--- config.mk ---
export PLATFORM = sky130hd
export DESIGN_NAME = keccak_msg_feeder
export DESIGN_NICKNAME = d
export VERILOG_FILES = /design/src/rtl/keccak_msg_feeder_pkg.sv /design/src/rtl/keccak_msg_feeder_byte_packer.sv /design/src/rtl/keccak_msg_feeder.sv
export SDC_FILE = /design/constraint.sdc
export NUM_CORES = 1
export LEC_CHECK = 0
export BUFFER_PORTS_ARGS = -buffer_cell sky130_fd_sc_hd__buf_2
export CORE_MARGIN = 3
export CORE_UTILIZATION = 40
export DETAILED_ROUTE_END_ITERATION = 12
export SETUP_SLACK_MARGIN = 0.3
export SLEW_MARGIN = 20
export SYNTH_ARGS = -nofsm -noshare
export SYNTH_HDL_FRONTEND = slang
export SYNTH_SLANG_ARGS = --single-unit
--- constraint.sdc ---
create_clock -name clk -period 2.9 [get_ports clk]
set_clock_uncertainty 0.05 [all_clocks]
set_input_delay 0.87 -clock clk [delete_from_list [all_inputs] [get_ports clk]]
set_output_delay 0.87 -clock clk [all_outputs]
set_load 0.02 [all_outputs]
--- src/rtl/keccak_msg_feeder_pkg.sv ---
// Shared definitions for the keccak message feeder.
// Widths of the byte stream, the core input word and the core digest, and the
// feeder state encoding.
package keccak_feed_pkg;

    localparam int unsigned WORD_W   = 32;
    localparam int unsigned BYTE_W   = 8;
    localparam int unsigned DIGEST_W = 512;
    localparam int unsigned CNT_W    = 3;   // holds 0..4 bytes per word

    typedef enum logic [2:0] {
        IDLE    = 3'd0,
        CLR     = 3'd1,
        COLLECT = 3'd2,
        SEND    = 3'd3,
        PAD     = 3'd4,
        WAIT    = 3'd5
    } feed_state_t;

endpackage

--- src/rtl/keccak_msg_feeder_byte_packer.sv ---
// Big-endian byte packer for the keccak feeder.
// Ports:
//   clk, i_rst_n     : clock and synchronous active-low reset
//   i_clear          : empty the word (count=0, word=0, last=0)
//   i_load, i_byte   : insert i_byte at the current byte position
//   i_last           : last-byte marker captured with the load
//   o_word_nxt       : word as it will be after loading i_byte now
//   o_count_nxt      : byte count after loading i_byte now
//   o_full           : four bytes held
//   o_last           : the most recent loaded byte carried the last marker
module keccak_byte_packer
    import keccak_feed_pkg::*;
(
    input  logic              clk,
    input  logic              i_rst_n,
    input  logic              i_clear,
    input  logic              i_load,
    input  logic [BYTE_W-1:0] i_byte,
    input  logic              i_last,
    output logic [WORD_W-1:0] o_word_nxt,
    output logic [CNT_W-1:0]  o_count_nxt,
    output logic              o_full,
    output logic              o_last
);

    logic [WORD_W-1:0] r_word;
    logic [CNT_W-1:0]  r_count;
    logic              r_last;
    logic [WORD_W-1:0] w_word_nxt;

    // Byte k lands in bits [31-8k -: 8]; untouched lanes stay zero from clear.
    always_comb begin
        w_word_nxt = r_word;
        case (r_count[1:0])
            2'd0:    w_word_nxt[31:24] = i_byte;
            2'd1:    w_word_nxt[23:16] = i_byte;
            2'd2:    w_word_nxt[15:8]  = i_byte;
            default: w_word_nxt[7:0]   = i_byte;
        endcase
    end

    always_ff @(posedge clk) begin
        if (!i_rst_n || i_clear) begin
            r_word  <= '0;
            r_count <= '0;
            r_last  <= 1'b0;
        end else if (i_load) begin
            r_word  <= w_word_nxt;
            r_count <= r_count + 1'b1;
            r_last  <= i_last;
        end
    end

    assign o_word_nxt  = w_word_nxt;
    assign o_count_nxt = r_count + 1'b1;
    assign o_full      = (r_count == 3'd4);
    assign o_last      = r_last;

endmodule

--- src/rtl/keccak_msg_feeder.sv ---
// Byte-stream front end for the keccak core.
// Packs valid/ready bytes into 32-bit big-endian words for the core's
// in/in_ready/is_last/byte_num interface, pulses the core reset before each
// message, adds a zero pad word when the message is a multiple of 4 bytes,
// then waits (bounded by WAIT_LIMIT cycles) for out_ready.
// Ports:
//   clk, reset            : clock, synchronous active-low reset
//   s_data/s_valid/s_last : byte source, s_ready accepts
//   core_*                : keccak input side, core_buffer_full stalls,
//                           core_out_ready ends the message
//   busy, done, err       : message in progress, completion pulse, timeout flag
module keccak_msg_feeder
    import keccak_feed_pkg::*;
#(
    parameter int unsigned WAIT_LIMIT = 255
) (
    input  logic              clk,
    input  logic              reset,
    input  logic [BYTE_W-1:0] s_data,
    input  logic              s_valid,
    input  logic              s_last,
    output logic              s_ready,
    output logic              core_reset,
    output logic [WORD_W-1:0] core_in,
    output logic              core_in_ready,
    output logic              core_is_last,
    output logic [1:0]        core_byte_num,
    input  logic              core_buffer_full,
    input  logic              core_out_ready,
    output logic              busy,
    output logic              done,
    output logic              err
);

    localparam int unsigned TMR_W = $clog2(WAIT_LIMIT + 1);

    feed_state_t       r_state;
    logic              r_s_ready;
    logic              r_core_reset;
    logic [WORD_W-1:0] r_core_in;
    logic              r_in_ready;
    logic              r_is_last;
    logic [1:0]        r_byte_num;
    logic              r_busy;
    logic              r_done;
    logic              r_err;
    logic [TMR_W-1:0]  r_timer;

    logic              w_accept;
    logic              w_consume;
    logic              w_clear;
    logic [WORD_W-1:0] w_word_nxt;
    logic [CNT_W-1:0]  w_count_nxt;
    logic              w_full;
    logic              w_last;
    logic              w_word_done;

    assign w_accept    = (r_state == COLLECT) && r_s_ready && s_valid;
    assign w_consume   = !core_buffer_full;
    assign w_word_done = (w_count_nxt == 3'd4) || s_last;
    // The word is emptied at CLR and whenever the core takes a data word.
    assign w_clear     = (r_state == CLR) || ((r_state == SEND) && w_consume);

    keccak_byte_packer u_packer (
        .clk         (clk),
        .i_rst_n     (reset),
        .i_clear     (w_clear),
        .i_load      (w_accept),
        .i_byte      (s_data),
        .i_last      (s_last),
        .o_word_nxt  (w_word_nxt),
        .o_count_nxt (w_count_nxt),
        .o_full      (w_full),
        .o_last      (w_last)
    );

    always_ff @(posedge clk) begin
        if (!reset) begin
            r_state      <= IDLE;
            r_s_ready    <= 1'b0;
            r_core_reset <= 1'b1;
            r_core_in    <= '0;
            r_in_ready   <= 1'b0;
            r_is_last    <= 1'b0;
            r_byte_num   <= '0;
            r_busy       <= 1'b0;
            r_done       <= 1'b0;
            r_err        <= 1'b0;
            r_timer      <= '0;
        end else begin
            r_done       <= 1'b0;
            r_core_reset <= 1'b0;
            case (r_state)
                IDLE: begin
                    if (s_valid) begin
                        r_state      <= CLR;
                        r_busy       <= 1'b1;
                        r_err        <= 1'b0;
                        r_core_reset <= 1'b1;
                    end
                end
                CLR: begin
                    r_state   <= COLLECT;
                    r_s_ready <= 1'b1;
                end
                COLLECT: begin
                    // Core outputs are loaded from the packer's look-ahead word
                    // so they are valid on the first SEND cycle.
                    if (w_accept && w_word_done) begin
                        r_state    <= SEND;
                        r_s_ready  <= 1'b0;
                        r_core_in  <= w_word_nxt;
                        r_in_ready <= 1'b1;
                        if (s_last && (w_count_nxt != 3'd4)) begin
                            r_is_last  <= 1'b1;
                            r_byte_num <= w_count_nxt[1:0];
                        end
                    end
                end
                SEND: begin
                    if (w_consume) begin
                        r_core_in  <= '0;
                        r_byte_num <= '0;
                        if (!w_last) begin
                            r_state    <= COLLECT;
                            r_s_ready  <= 1'b1;
                            r_in_ready <= 1'b0;
                        end else if (w_full) begin
                            // Full final word: follow with an empty is_last word.
                            r_state   <= PAD;
                            r_is_last <= 1'b1;
                        end else begin
                            r_state    <= WAIT;
                            r_in_ready <= 1'b0;
                            r_is_last  <= 1'b0;
                            r_timer    <= '0;
                        end
                    end
                end
                PAD: begin
                    if (w_consume) begin
                        r_state    <= WAIT;
                        r_in_ready <= 1'b0;
                        r_is_last  <= 1'b0;
                        r_timer    <= '0;
                    end
                end
                WAIT: begin
                    if (core_out_ready) begin
                        r_state <= IDLE;
                        r_done  <= 1'b1;
                        r_busy  <= 1'b0;
                    end else if (r_timer == TMR_W'(WAIT_LIMIT - 1)) begin
                        r_state <= IDLE;
                        r_err   <= 1'b1;
                        r_busy  <= 1'b0;
                    end else begin
                        r_timer <= r_timer + 1'b1;
                    end
                end
                default: r_state <= IDLE;
            endcase
        end
    end

    assign s_ready       = r_s_ready;
    assign core_reset    = r_core_reset;
    assign core_in       = r_core_in;
    assign core_in_ready = r_in_ready;
    assign core_is_last  = r_is_last;
    assign core_byte_num = r_byte_num;
    assign busy          = r_busy;
    assign done          = r_done;
    assign err           = r_err;

endmodule

==> results.sh <==
export IMPL_status="completed"
export IMPL_async_reset_ff_share_pct=0
export IMPL_cts_root_buf="clkbuf_8"
export IMPL_gp_congestion=0.804
export IMPL_vias=3401
export IMPL_worst_pin_slew_ps=617
export IMPL_initial_core_util_pct=42.3
export IMPL_hold_viol=0
export IMPL_io_pins=55
export IMPL_synth_seq_cells=88
export IMPL_rows=35
export IMPL_power_frac_seq_pct=47.8
export IMPL_dieArea_um2=11200
export IMPL_grt_remaining_overflow=0
export IMPL_synth_top_cell_area_share_pct=44.1
export IMPL_fmax_mhz=453
export IMPL_critPathRequiredTime_ps=3120
export IMPL_drive_gt1_share_pct=21.5
export IMPL_swShare_pct=30.1
export IMPL_power_density_nw_per_um2=600
export IMPL_clkSlewWorstSetupHoldPaths_ps=90
export IMPL_yosys_warnings=0
export IMPL_fin_setup_tns_ps=0
export IMPL_grt_pass1_wl_mm=15.6
export IMPL_stdcell_area_um2=4620
export IMPL_setup_violations=0
export IMPL_rsz0062_at_grt="false"
export IMPL_cts_buffers=9
export IMPL_synth_edff_count=0
export IMPL_synth_cells=476
export IMPL_port_buffers=54
export IMPL_netlist_area_um2=4000
export IMPL_cts_setup_buffers=0
export IMPL_p_clk_share_pct=34.8
export IMPL_ant_nets=0
export IMPL_yosysSeqAreaShare_pct=44.1
export IMPL_regArea_um2=1760
export IMPL_leakage_nw=1.71
export IMPL_area_growth_pct=15.4
export IMPL_grt_max_degree=65
export IMPL_worstSetupPathType="register to register"
export IMPL_clockBufferDepth=2
export IMPL_drv_cap=0
export IMPL_p_total_mw=2.77
export IMPL_clk_latency_ps=350
export IMPL_antenna_found_initial=0
export IMPL_cts_resized=0
export IMPL_fin_crit_sh_pct=76.1
export IMPL_fin_crit_ps=2210
export IMPL_crit_chain="nand2b_2 > or3_1 > a211oi_4 > buf_12 > nand3_1 > o21ai_1"
export IMPL_cp_max_fo=64
export IMPL_cts_sinks=88
export IMPL_multiInputGateArea_um2=2070
export IMPL_p_sw_mw=0.832
export IMPL_first_pass_iters=4
export IMPL_grt_total_usage_pct=16.8
export IMPL_nNetsFinal=536
export IMPL_hold_ws_ps=398
export IMPL_yosysMostFrequentCell="dfxtp_1"
export IMPL_drt_total_wl_mm=9.29
export IMPL_synth_commonest_cells="88 x dfxtp_1, 77 x nand2_1, 58 x nand3_1"
export IMPL_maxSlewHeadroom_pct=58.9
export IMPL_synth_largest_area_cell="dfxtp_1"
export IMPL_tritoncts="yes"
export IMPL_hpwl_mm=6.27
export IMPL_end_kind="register"
export IMPL_htree_levels=3
export IMPL_wire_per_inst_um=14.3
export IMPL_placed_cell_area_um2=4390
export IMPL_die_y_um=106
export IMPL_arrival_ps=2430
export IMPL_fp_dieW_um=106
export IMPL_slowest_delay_ps=610
export IMPL_crit_path_top_delay_cell="dfxtp_1"
export IMPL_ir_drop_uv=264
export IMPL_power_internal_mw=1.94
export IMPL_synth_cell_type_count=46
export IMPL_nFillCells=950
export IMPL_cp_start_kind="register"
export IMPL_grt_pass1_vias=3161
export IMPL_synth_area_per_cell_um2=8.40
export IMPL_slew_viol_final=0
export IMPL_hp_class="register to register"
export IMPL_via_per_inst=5.24
export IMPL_synthesis_nets=497
export IMPL_combPwrFrac_pct=17.4
export IMPL_n_antenna_cell=0
export IMPL_holdBufCountCts=0
export IMPL_synth_ff_type="dfxtp_1"
export IMPL_drc=0
export IMPL_drt_iter0_markers=139
export IMPL_core_area_um2=9460
export IMPL_synth_area_leaders="dfxtp_1 44%, nand3_1 7.3%, nand2_1 7.2%"
## flip-flops by register name (all words and copies together), names as in the netlist, 2 cells and up
name,flops
r_timer,8
core_byte_num,2
u_packer.r_word,32
r_state,3
u_packer.r_count,3
core_in,32
## path summary, 6_finish.rpt
| kind | slack (ps) | cells past startpoint | endpoint | startpoint |
|---|---|---|---|---|
| max | 690 | 6 | core_in[9] | r_state[1] |
| min | 400 | 2 | core_in[20] | core_in[20] |
| max reg2reg | 690 | 6 | core_in[9] | r_state[1] |
| min reg2reg | 400 | 2 | core_in[20] | core_in[20] |
## worst max-delay path: cells and delay by family (launching register included)
| family | cells | cell delay [ps] |
|---|---|---|
| compound gates | 2 | 400 |
| buf+inv | 1 | 290 |
| flops | 1 | 610 |
| simple gates | 3 | 770 |
## placed cells by master, fill, tap and decap left out, types with 3 or more instances in the layout
cell	instances
a211oi_1	10
nor3_1	4
o21ai_1	29
nand3_1	58
o21ai_0	13
nor2_1	20
mux2i_1	11
o31ai_1	3
dfxtp_1	88
nand3b_1	9
mux2_2	24
or3_1	5
and2_1	3
inv_1	7
clkbuf_8	10
and3_1	4
a21oi_1	32
buf_2	54
nand4_1	3
nand2_1	77
buf_4	8
ha_1	7
## cell type report
cell class / count / area share [%]
clock buffer: 10 / 2.98
clock inverter: 6 / 1.95
multi-input combinational: 345 / 44.8
inverter: 7 / 0.569
sequential: 88 / 38.2
timing repair buffer: 64 / 8.02
tap: 129 / 3.50
## stage by stage
stage,utilization (%),setup slack (ps),std cells
after floorplan,-,599,476
after global placement,46.4,440,633
after detailed placement,46.4,383,633
after CTS,48.8,690,649
after global routing,48.8,520,649
final,48.8,693,649
## metal layers
| layer | part of all wire (%) | vias up | track usage (%) | routed length [µm] |
|---|---|---|---|---|
| met2 | 46 | 54 | 27.2 | 4300 |
| met5 | 0 | - | 0 | 0 |
| li1 | - | 1751 | - | - |
| met3 | 3.3 | 4 | 2.91 | 309 |
| met4 | 0.54 | 0 | 4.72 | 50 |
| met1 | 50 | 1592 | 23.0 | 4630 |
## power by group through the flow
stage / registers (mW) / logic (mW) / clock network, mW
after floorplan: 1.34 / 0.347 / 0
after global placement: 1.35 / 0.472 / 0
after detailed placement: 1.35 / 0.480 / 0
after CTS: 1.32 / 0.484 / 0.989
after global routing: 1.34 / 0.534 / 1.04
final: 1.32 / 0.482 / 0.963
## cell families after synthesis
logic type | count (synthesis) | share of synthesized area [%]
AO/OA/AOI/OAI | 103 | 15.5
AND/OR/NAND/NOR | 196 | 23.5
multiplexers | 35 | 9.51
buffers and inverters | 43 | 4.41
flip-flops | 88 | 44.1
adder cells (fa/ha/maj) | 7 | 2.19
XOR/XNOR | 4 | 0.876
(Power assumes the default switching activity.)
